## config.mk

```make
export PLATFORM = sky130hd
export DESIGN_NAME = diff_vector_harness_flat
export DESIGN_NICKNAME = d
export VERILOG_FILES = /design/src/rtl/diff_vector_harness_if.sv /design/src/rtl/diff_vector_harness.sv /design/src/flat_wrapper.sv
export SDC_FILE = /design/constraint.sdc
export NUM_CORES = 2
export LEC_CHECK = 0
export CORE_AREA = 5 5 766 768
export DETAILED_ROUTE_END_ITERATION = 6
export DIE_AREA = 0 0 771 773
export GPL_TIMING_DRIVEN = 0
export PLACE_DENSITY = 0.3
export SLEW_MARGIN = 0
export SYNTH_ARGS = -nofsm -noshare
export SYNTH_HDL_FRONTEND = slang
export SYNTH_SLANG_ARGS = --single-unit
export TNS_END_PERCENT = 50
```

## constraint.sdc

```tcl
create_clock -name clk -period 9.2 [get_ports clk]
set_input_delay 1.84 -clock clk [delete_from_list [all_inputs] [get_ports clk]]
set_output_delay 1.84 -clock clk [all_outputs]
set_load 0.01 [all_outputs]
```

## src/rtl/diff_vector_harness_if.sv

```systemverilog
// Stimulus/response bus between the harness and the two DUT copies.
// stim goes out to golden and netlist; y_a/y_b come back for compare.
interface diff_vector_harness_if #(
  parameter int IN_W  = 52,
  parameter int OUT_W = 924
);
  logic [IN_W-1:0]  stim;
  logic [OUT_W-1:0] y_a;
  logic [OUT_W-1:0] y_b;

  modport master (
    output stim,
    input  y_a,
    input  y_b
  );

  modport slave (
    input  stim,
    output y_a,
    output y_b
  );
endinterface

```

## src/rtl/diff_vector_harness.sv

```systemverilog
// Differential stimulus/compare harness: one LFSR vector per cycle into
// golden and netlist DUTs, cycle-wise compare, 32-bit stream signatures.
// Ports: clk, rst (async high), start pulse, dut bus (stim out, y_a/y_b
// in), busy, done, mismatch, first_mm_idx, mm_count, sig_a, sig_b.
// Build option: STOP_ON_MISMATCH_EN ends the run at the first differing
// sample (stim and signatures freeze, mm_count ends at 1).
module diff_vector_harness #(
  parameter int          IN_W    = 52,
  parameter int          OUT_W   = 924,
  parameter int          NUM_VEC = 21,
  parameter int          LAT     = 1,
  parameter logic [63:0] SEED    = 64'hACE1_0000_0000_0001,
  parameter int          CNT_W   = 8,
  localparam int         IDX_W   = $clog2(NUM_VEC + 2)
) (
  input  logic              clk,
  input  logic              rst,
  input  logic              start,
  diff_vector_harness_if.master dut,
  output logic              busy,
  output logic              done,
  output logic              mismatch,
  output logic [IDX_W-1:0]  first_mm_idx,
  output logic [CNT_W-1:0]  mm_count,
  output logic [31:0]       sig_a,
  output logic [31:0]       sig_b
);

  localparam int CYC_W = $clog2(NUM_VEC + LAT + 2);
  localparam int NCH   = (OUT_W + 31) / 32;
  localparam int PW    = NCH * 32;
  localparam logic [63:0] SEED_EFF =
    (SEED == 64'd0) ? 64'd1 : SEED;
  localparam logic [31:0] POLY = 32'h04C1_1DB7;

  typedef enum logic [2:0] {
    S_IDLE,
    S_ZERO,
    S_RUN,
    S_DRAIN,
    S_DONE
  } state_t;

  state_t           state;
  state_t           state_d;
  logic [63:0]      lfsr;
  logic [63:0]      lfsr_nx;
  logic [IN_W-1:0]  stim_q;
  logic [CYC_W-1:0] cyc;
  logic             samp;
  logic             differ;
  logic [IDX_W-1:0] sidx;

  function automatic logic [31:0] fold(
    input logic [OUT_W-1:0] y
  );
    logic [PW-1:0] p;
    logic [31:0]   r;
    p = PW'(y);
    r = '0;
    for (int i = 0; i < NCH; i++)
      r = r ^ p[i*32 +: 32];
    return r;
  endfunction

  function automatic logic [31:0] crc(
    input logic [31:0] s,
    input logic [31:0] f
  );
    return {s[30:0], 1'b0}
         ^ (s[31] ? POLY : 32'd0)
         ^ f;
  endfunction

  // Fibonacci taps 64,63,61,60
  assign lfsr_nx = {lfsr[62:0],
    lfsr[63] ^ lfsr[62] ^ lfsr[60] ^ lfsr[59]};

  assign busy = (state == S_ZERO)
             || (state == S_RUN)
             || (state == S_DRAIN);
  assign done = (state == S_DONE);

  assign dut.stim = stim_q;

  // cyc counts from 0 in ZERO; sample s lands on cycle s+LAT
  assign samp   = busy && (int'(cyc) >= LAT);
  assign differ = (dut.y_a != dut.y_b);
  assign sidx   = IDX_W'(int'(cyc) - LAT);

  always_ff @(posedge clk or posedge rst) begin
    if (rst) state <= S_IDLE;
    else     state <= state_d;
  end

  always_comb begin
    state_d = state;
    unique case (state)
      S_IDLE,
      S_DONE:  if (start) state_d = S_ZERO;
      S_ZERO:  state_d = S_RUN;
      S_RUN:
        if (int'(cyc) == NUM_VEC)
          state_d = (LAT == 0) ? S_DONE : S_DRAIN;
      S_DRAIN:
        if (int'(cyc) == NUM_VEC + LAT)
          state_d = S_DONE;
      default: state_d = S_IDLE;
    endcase
`ifdef STOP_ON_MISMATCH_EN
    if (samp && differ) state_d = S_DONE;
`endif
  end

  always_ff @(posedge clk or posedge rst) begin
    if (rst) begin
      lfsr         <= SEED_EFF;
      stim_q       <= '0;
      cyc          <= '0;
      mismatch     <= 1'b0;
      first_mm_idx <= '0;
      mm_count     <= '0;
      sig_a        <= '1;
      sig_b        <= '1;
    end else if (!busy) begin
      if (start) begin
        lfsr         <= SEED_EFF;
        stim_q       <= '0;
        cyc          <= '0;
        mismatch     <= 1'b0;
        first_mm_idx <= '0;
        mm_count     <= '0;
        sig_a        <= '1;
        sig_b        <= '1;
      end
    end else begin
      cyc <= cyc + CYC_W'(1);
      if (state == S_RUN)
        lfsr <= lfsr_nx;
      // entering RUN from ZERO shows the seed itself
      if (state_d == S_RUN)
        stim_q <= (state == S_ZERO) ?
          lfsr[IN_W-1:0] : lfsr_nx[IN_W-1:0];
      if (samp) begin
        sig_a <= crc(sig_a, fold(dut.y_a));
        sig_b <= crc(sig_b, fold(dut.y_b));
        if (differ) begin
          mismatch <= 1'b1;
          if (!mismatch)
            first_mm_idx <= sidx;
          if (mm_count != '1)
            mm_count <= mm_count + CNT_W'(1);
        end
      end
    end
  end

endmodule

```

## src/flat_wrapper.sv

```systemverilog
// flat-port wrapper written by rule: the top's interface ports become plain ports
module diff_vector_harness_flat 
#(
  parameter int          IN_W    = 52,
  parameter int          OUT_W   = 924,
  parameter int          NUM_VEC = 21,
  parameter int          LAT     = 1,
  parameter logic [63:0] SEED    = 64'hACE1_0000_0000_0001,
  parameter int          CNT_W   = 8,
  localparam int         IDX_W   = $clog2(NUM_VEC + 2)
)
  (clk, rst, start, busy, done, mismatch, first_mm_idx, mm_count, sig_a, sig_b, dut_stim, dut_y_a, dut_y_b);
  diff_vector_harness_if #(.IN_W(IN_W), .OUT_W(OUT_W)) dut_i ();
  input  logic clk;
  input  logic rst;
  input  logic start;
  output logic busy;
  output logic done;
  output logic mismatch;
  output logic [IDX_W-1:0] first_mm_idx;
  output logic [CNT_W-1:0] mm_count;
  output logic [31:0] sig_a;
  output logic [31:0] sig_b;
  output wire logic [$bits(dut_i.stim)-1:0] dut_stim;
  input wire logic [$bits(dut_i.y_a)-1:0] dut_y_a;
  input wire logic [$bits(dut_i.y_b)-1:0] dut_y_b;
  assign dut_stim = dut_i.stim;
  assign dut_i.y_a = dut_y_a;
  assign dut_i.y_b = dut_y_b;
  diff_vector_harness #(.IN_W(IN_W), .OUT_W(OUT_W), .NUM_VEC(NUM_VEC), .LAT(LAT), .SEED(SEED), .CNT_W(CNT_W)) u_core (.clk(clk), .rst(rst), .start(start), .dut(dut_i), .busy(busy), .done(done), .mismatch(mismatch), .first_mm_idx(first_mm_idx), .mm_count(mm_count), .sig_a(sig_a), .sig_b(sig_b));
endmodule
```

Word level (Yosys, flattened, before mapping)
Cells that the tools add are included.
{ "classes": {"n_addsub": 3, "multipliers": 0, "div_mod_pow": 0, "n_lt_le_gt_ge": 1, "n_eq_ne": 15, "n_shift": 0, "mux": 33, "n_bitwise": 63, "reduce_logical": 12} }
{ "ops": {"columns": ["op", "count"], "rows": [
  ["$xor 32x32->32", 58],
  ["$ne 924x924->1", 1],
  ["$mux 52", 4],
  ["$mux 64", 3],
  ["$mux 32", 5],
  ["$xor 32x28->32", 2],
  ["$mux 27", 2],
  ["$mux 8", 5],
  ["$mux 5", 6],
  ["$ne 2x2->1 const B", 6],
  ["$pmux 3 s4", 1],
  ["$eq 5x5->1 const B", 2],
  ["$eq 3x2->1 const B", 3],
  ["$mux 3", 3],
  ["$add 8x1->8 const B", 1],
  ["$ne 8x8->1 const B", 1],
  ["$reduce_and 4->1", 2],
  ["$reduce_and 2->1", 3],
  ["$add 5x1->5 const B", 1],
  ["$ge 5x1->1 const B", 1],
  ["$sub 5x1->5 const B", 1],
  ["$mux 1", 4],
  ["$eq 3x1->1 const B", 1],
  ["$eq 3x3->1 const B", 1],
  ["7 further kinds", 10]
]} }
{ "totals": {"register_bits": 202, "latch_bits": 0, "mem_bits_rw": 0, "mem_bits_ro": 0, "out_inout_bits": 132, "word_cells": 136, "mem_count": 0} }

Logic depth before layout (Yosys ltp)
{ "logic_depth": {"ltp_word": 31, "ltp_mapped": 12} }

Worst setup path after synthesis
No wires, ideal clock.
{ "synth_timing": {"path_kind": "input port to flip-flop", "startpoint": "input port dut_y_a[636]", "endpoint": "register u_core.mm_count[0]", "t_arrival_ps": 4167, "path_slack_ps": 4909, "cell_stages": 9, "n_path_buf": 0, "path_cell_list": "nor2b_1 -> a2111o_1 -> a2111oi_2 -> nand4_1 -> nor4_1 -> nand4_1 -> or4_4 -> nand3b_1 -> mux2_2"} }
{ "synth_via": {"elab_chain_cells": 3} }
{ "synth_lines": {"columns": ["element", "line_no", "text"], "rows": [
  ["start: declaration", "flat_wrapper.sv:25", "input wire logic [$bits(dut_i.y_a)-1:0] dut_y_a;"],
  ["$ne 924x924->1", "diff_vector_harness.sv:88", "assign differ = (dut.y_a != dut.y_b);"],
  ["$ne 2x2->1 (no line)", null, null],
  ["$reduce_and 4->1 (no line)", null, null],
  ["end signal: assignment", "diff_vector_harness.sv:152", "mm_count <= mm_count + CNT_W'(1);"],
  ["end: declaration", "diff_vector_harness.sv:24", "output logic [CNT_W-1:0] mm_count,"]
]} }
No other way between the ends.
A chain may end at the register's enable or synchronous reset.

Worst setup path in the final report
{ "layout_timing": {"startpoint": "input port dut_y_b[609]", "endpoint": "register u_core.mm_count[0]"} }
{ "layout_via": {"elab_chain_cells": 3} }
{ "layout_lines": {"columns": ["element", "line_no", "text"], "rows": [
  ["start: declaration", "flat_wrapper.sv:26", "input wire logic [$bits(dut_i.y_b)-1:0] dut_y_b;"],
  ["$ne 924x924->1", "diff_vector_harness.sv:88", null],
  ["$ne 2x2->1 (no line)", null, null],
  ["$reduce_and 4->1 (no line)", null, null]
]} }
No other way between the ends.

==> run summary <==
Final Max Tran Viols: 23
# H-tree levels: 2
Post-CTS setup buffer count: 0
Min-delay worst type: flop to flop
CP Capture Type: flop
Peak supply drop: 0.141 mV
Synth cell types: 53
Layout cells sized above 1: 7.24%
Core Area: 579000 µm²
Adder-cell share of the synthesized area: 0.176%
Remaining antenna violation count: 0
Dpl cells: 14085
Avg Cell Area, Syn: 8.46 µm²
Routability-driven placement congestion ratio: 0.948
Yosys warns: 0
DP Area: 68800 µm²
Int Pwr: 6.41 mW
Vias in the first global route: 42818
Clock sink count: 202
GRT overflow: 0
Post-Synth XOR/XNOR Area: 66.2%
Post-synth ARST share: 100%
Power consumption: 15.0 mW
Final Non-Filler Cells: 14333
Commonest non-fill, non-tap cell in the layout: clkdlybuf4s50_1
Post-synthesis mux area share: 0.256%
Critical path depth: 10
Violated checks: max-capacitance violations, max-slew violations
Yosys top cell by area: xnor2_1
# setup viols final: 0
Starting Density: 6.15%
Clock root cell: clkbuf_16
Crit path time final: 7.60 ns
RSZ-0062 raised after global routing: false
Seq pwr share: 14.6%
Syn nets: 6066
CP delay by family, top: simple AND/OR/NAND/NOR gates
Vias per cell: 3.06
Hold Vio Cnt, Final: 0
Final instance area: 70500 µm²
Detailed Route WL: 777000 µm
Status: finished with violations
Worst slew margin: -15.9%
Clock Latency Late Sink: 0.68 ns
GRT Total Usage: 25.1%
CP Max Fanout: 2
HPWL Detailed: 747000 µm
Least-Margin Pin Slew: 1.73 ns
Worst clock skew: 0.0843 ns
Initial DRC count: 3942
Post-Place Setup Slack: 1.16 ns
Static leakage: 21.8 nW
Hold-fix buffers, CTS: 0
Die area: 596000 µm²
Die X: 771 µm
Worst Hold Depth: 2
DRC Markers: 0
WHS: 0.423 ns
EDFF count, synth: 0
Synth area leaders: xnor2_1, xor2_1, dfrtp_1, dfstp_2, nand2_1
Largest net degree at the start of global routing: 98
CTS clock-pin slew for the worst setup and hold paths: 0.06 ns
Initial antenna violation count: 780
Syn Inst Count: 4210
First-pass GRT wire length: 867000 µm
Synth Area in Simple Gates: 10.4%
Reg2reg path depth: 9
TritonCTS clock tree: done
Sw Ratio: 57.3%
I/O pin count: 1983
Final period util: 82.6%
Die Span Y: 773 µm
Row cnt: 280
Max_cap viols: 14
CTS Buf Count: 36
Register area share after synthesis: 14.4%
Buffers on Ports: 1982
Synth Area in Compound Gates: 6.38%
Synthesis-stage register bit count: 202
Resize count post-CTS: 0
Switching Power: 8.62 mW
Main flop type after synthesis: dfrtp_1
Combinational power share: 74.9%
Most frequent cells in the layout: clkdlybuf4s50_1, xnor2_1, xor2_1, nand2_1, nor2_1
Cell area after synthesis: 35600 µm²
WP data required: 9.69 ns
Nets@finish: 8225
Final worst slack: 1.60 ns
Critical Path AT: 8.09 ns
Buf/Inv on CP: 1
Crit-path max cell delay: 1.20 ns
DR WL/cell: 54.2 µm
Critical Path Start Type: input pin
Via count: 43917
CP max-delay cell: xnor2_1
Largest family of logic cells by synthesized area: XOR/XNOR gates
Worst path cell trace: clkdlybuf4s50_1 > xnor2_1 > nand4_1 > nor4_1 > nand2_1 > nor4_1 > nand4_1 > or4_4 > nand3b_1 > mux2_2
Cell area power density: 213 nW/µm²
Syn-to-layout area delta: 97.9%
Clk pwr share: 10.5%
Max clock buf depth: 3
Max Clk Rate: 132 MHz
Top-area cell type share of the netlist area: 49.3%
WS Path Type: input pin to flop
1st-pass router iterations: 5
[cell type report]
class | instances | area (µm²)
inverter | 114 | 435
buffer | 79 | 337
clock inverter | 9 | 175
sequential | 202 | 5150
antenna | 183 | 458
timing repair buffer | 2121 | 22200
clock buffer | 55 | 1060
tap | 7755 | 9700
fill | 66799 | 509000
multi-input combinational | 3815 | 31000
[synth_stat cells (8+ instances only)]
cell type and instances:
xnor2_1 2006, xor2_1 687, nand2_1 242, nor2_1 146, nand4_1 143, nor4_1 140
dfrtp_1 129, a21oi_1 122, inv_1 113, dfstp_2 73, o21ai_0 72, clkbuf_1 66
o31ai_1 52, o22ai_1 33, nand2b_1 21, o2bb2ai_1 20, a221oi_1 16, nand3_1 16
a22o_1 15, nor2b_1 13, nor3_1 13, mux2i_1 8
[tightest hold or removal path, cell delays in order, from the launching register on]
cell	delay, ns
dfrtp_1	0.35
nand2_1	0.05
o21ai_0	0.07
[per-layer routing]
layer | GRT usage (%) | routed length, µm | vias up | part of all wire [%]
li1 | - | - | 18287 | -
met1 | 28.0 | 297000 | 21133 | 38
met2 | 44.1 | 377000 | 2869 | 49
met3 | 9.95 | 71300 | 1134 | 9.2
met4 | 6.50 | 27800 | 494 | 3.6
met5 | 0 | 3080 | - | 0.40
[power groups by stage]
stage	logic (mW)	registers, mW	clock network (mW)
global route	11.6	2.24	1.68
finish	11.3	2.20	1.58
detailed placement	11.5	2.24	0
CTS	11.6	2.23	1.66
floorplan	4.33	1.87	0
global placement	11.1	2.24	0
[logic make-up (layout without fill, tap and decap cells)]
logic type | count (synthesis) | in the layout
other | 0 | 183
buffers and inverters | 193 | 2378
multiplexers | 9 | 9
adder cells (fa/ha/maj) | 5 | 5
flip-flops | 202 | 202
XOR/XNOR | 2693 | 2693
AND/OR/NAND/NOR | 750 | 750
AO/OA/AOI/OAI | 358 | 358
[flip-flops by register name (all words and copies together), names as in the netlist]
register and flops:
u_core.mm_count 8, u_core.sig_b 32, u_core.mismatch 1, u_core.dut.stim 52, u_core.sig_a 32, u_core.state 3, u_core.cyc 5, u_core.lfsr 64
u_core.first_mm_idx 5
[per-stage QoR]
| stage | setup TNS (ns) | util (%) |
|---|---|---|
| floorplan | 0 | - |
| global placement | -812.50 | 11.2 |
| detailed placement | 0 | 11.9 |
| CTS | 0 | 12.1 |
| global route | 0 | 12.1 |
| finish | 0 | 12.2 |
[final timing paths]
path                                                  start  slack (ns)                         endpoint
worst max-delay path                           dut_y_b[609]        1.60   u_core.mm_count[0]$_DFFE_PP0P_
worst min-delay path            u_core.lfsr[52]$_DFFE_PP0P_        0.42      u_core.lfsr[53]$_DFFE_PP1P_
worst max register to register    u_core.state[2]$_DFF_PP0_        4.56  u_core.dut.stim[15]$_DFFE_PP0P_
worst min register to register  u_core.lfsr[52]$_DFFE_PP0P_        0.42      u_core.lfsr[53]$_DFFE_PP1P_
max in group asynchronous                               rst        6.17     u_core.sig_b[15]$_DFFE_PP1P_
min in group asynchronous                               rst        2.03     u_core.sig_a[25]$_DFFE_PP1P_
No activity file was read; power rests on OpenSTA's default activity.
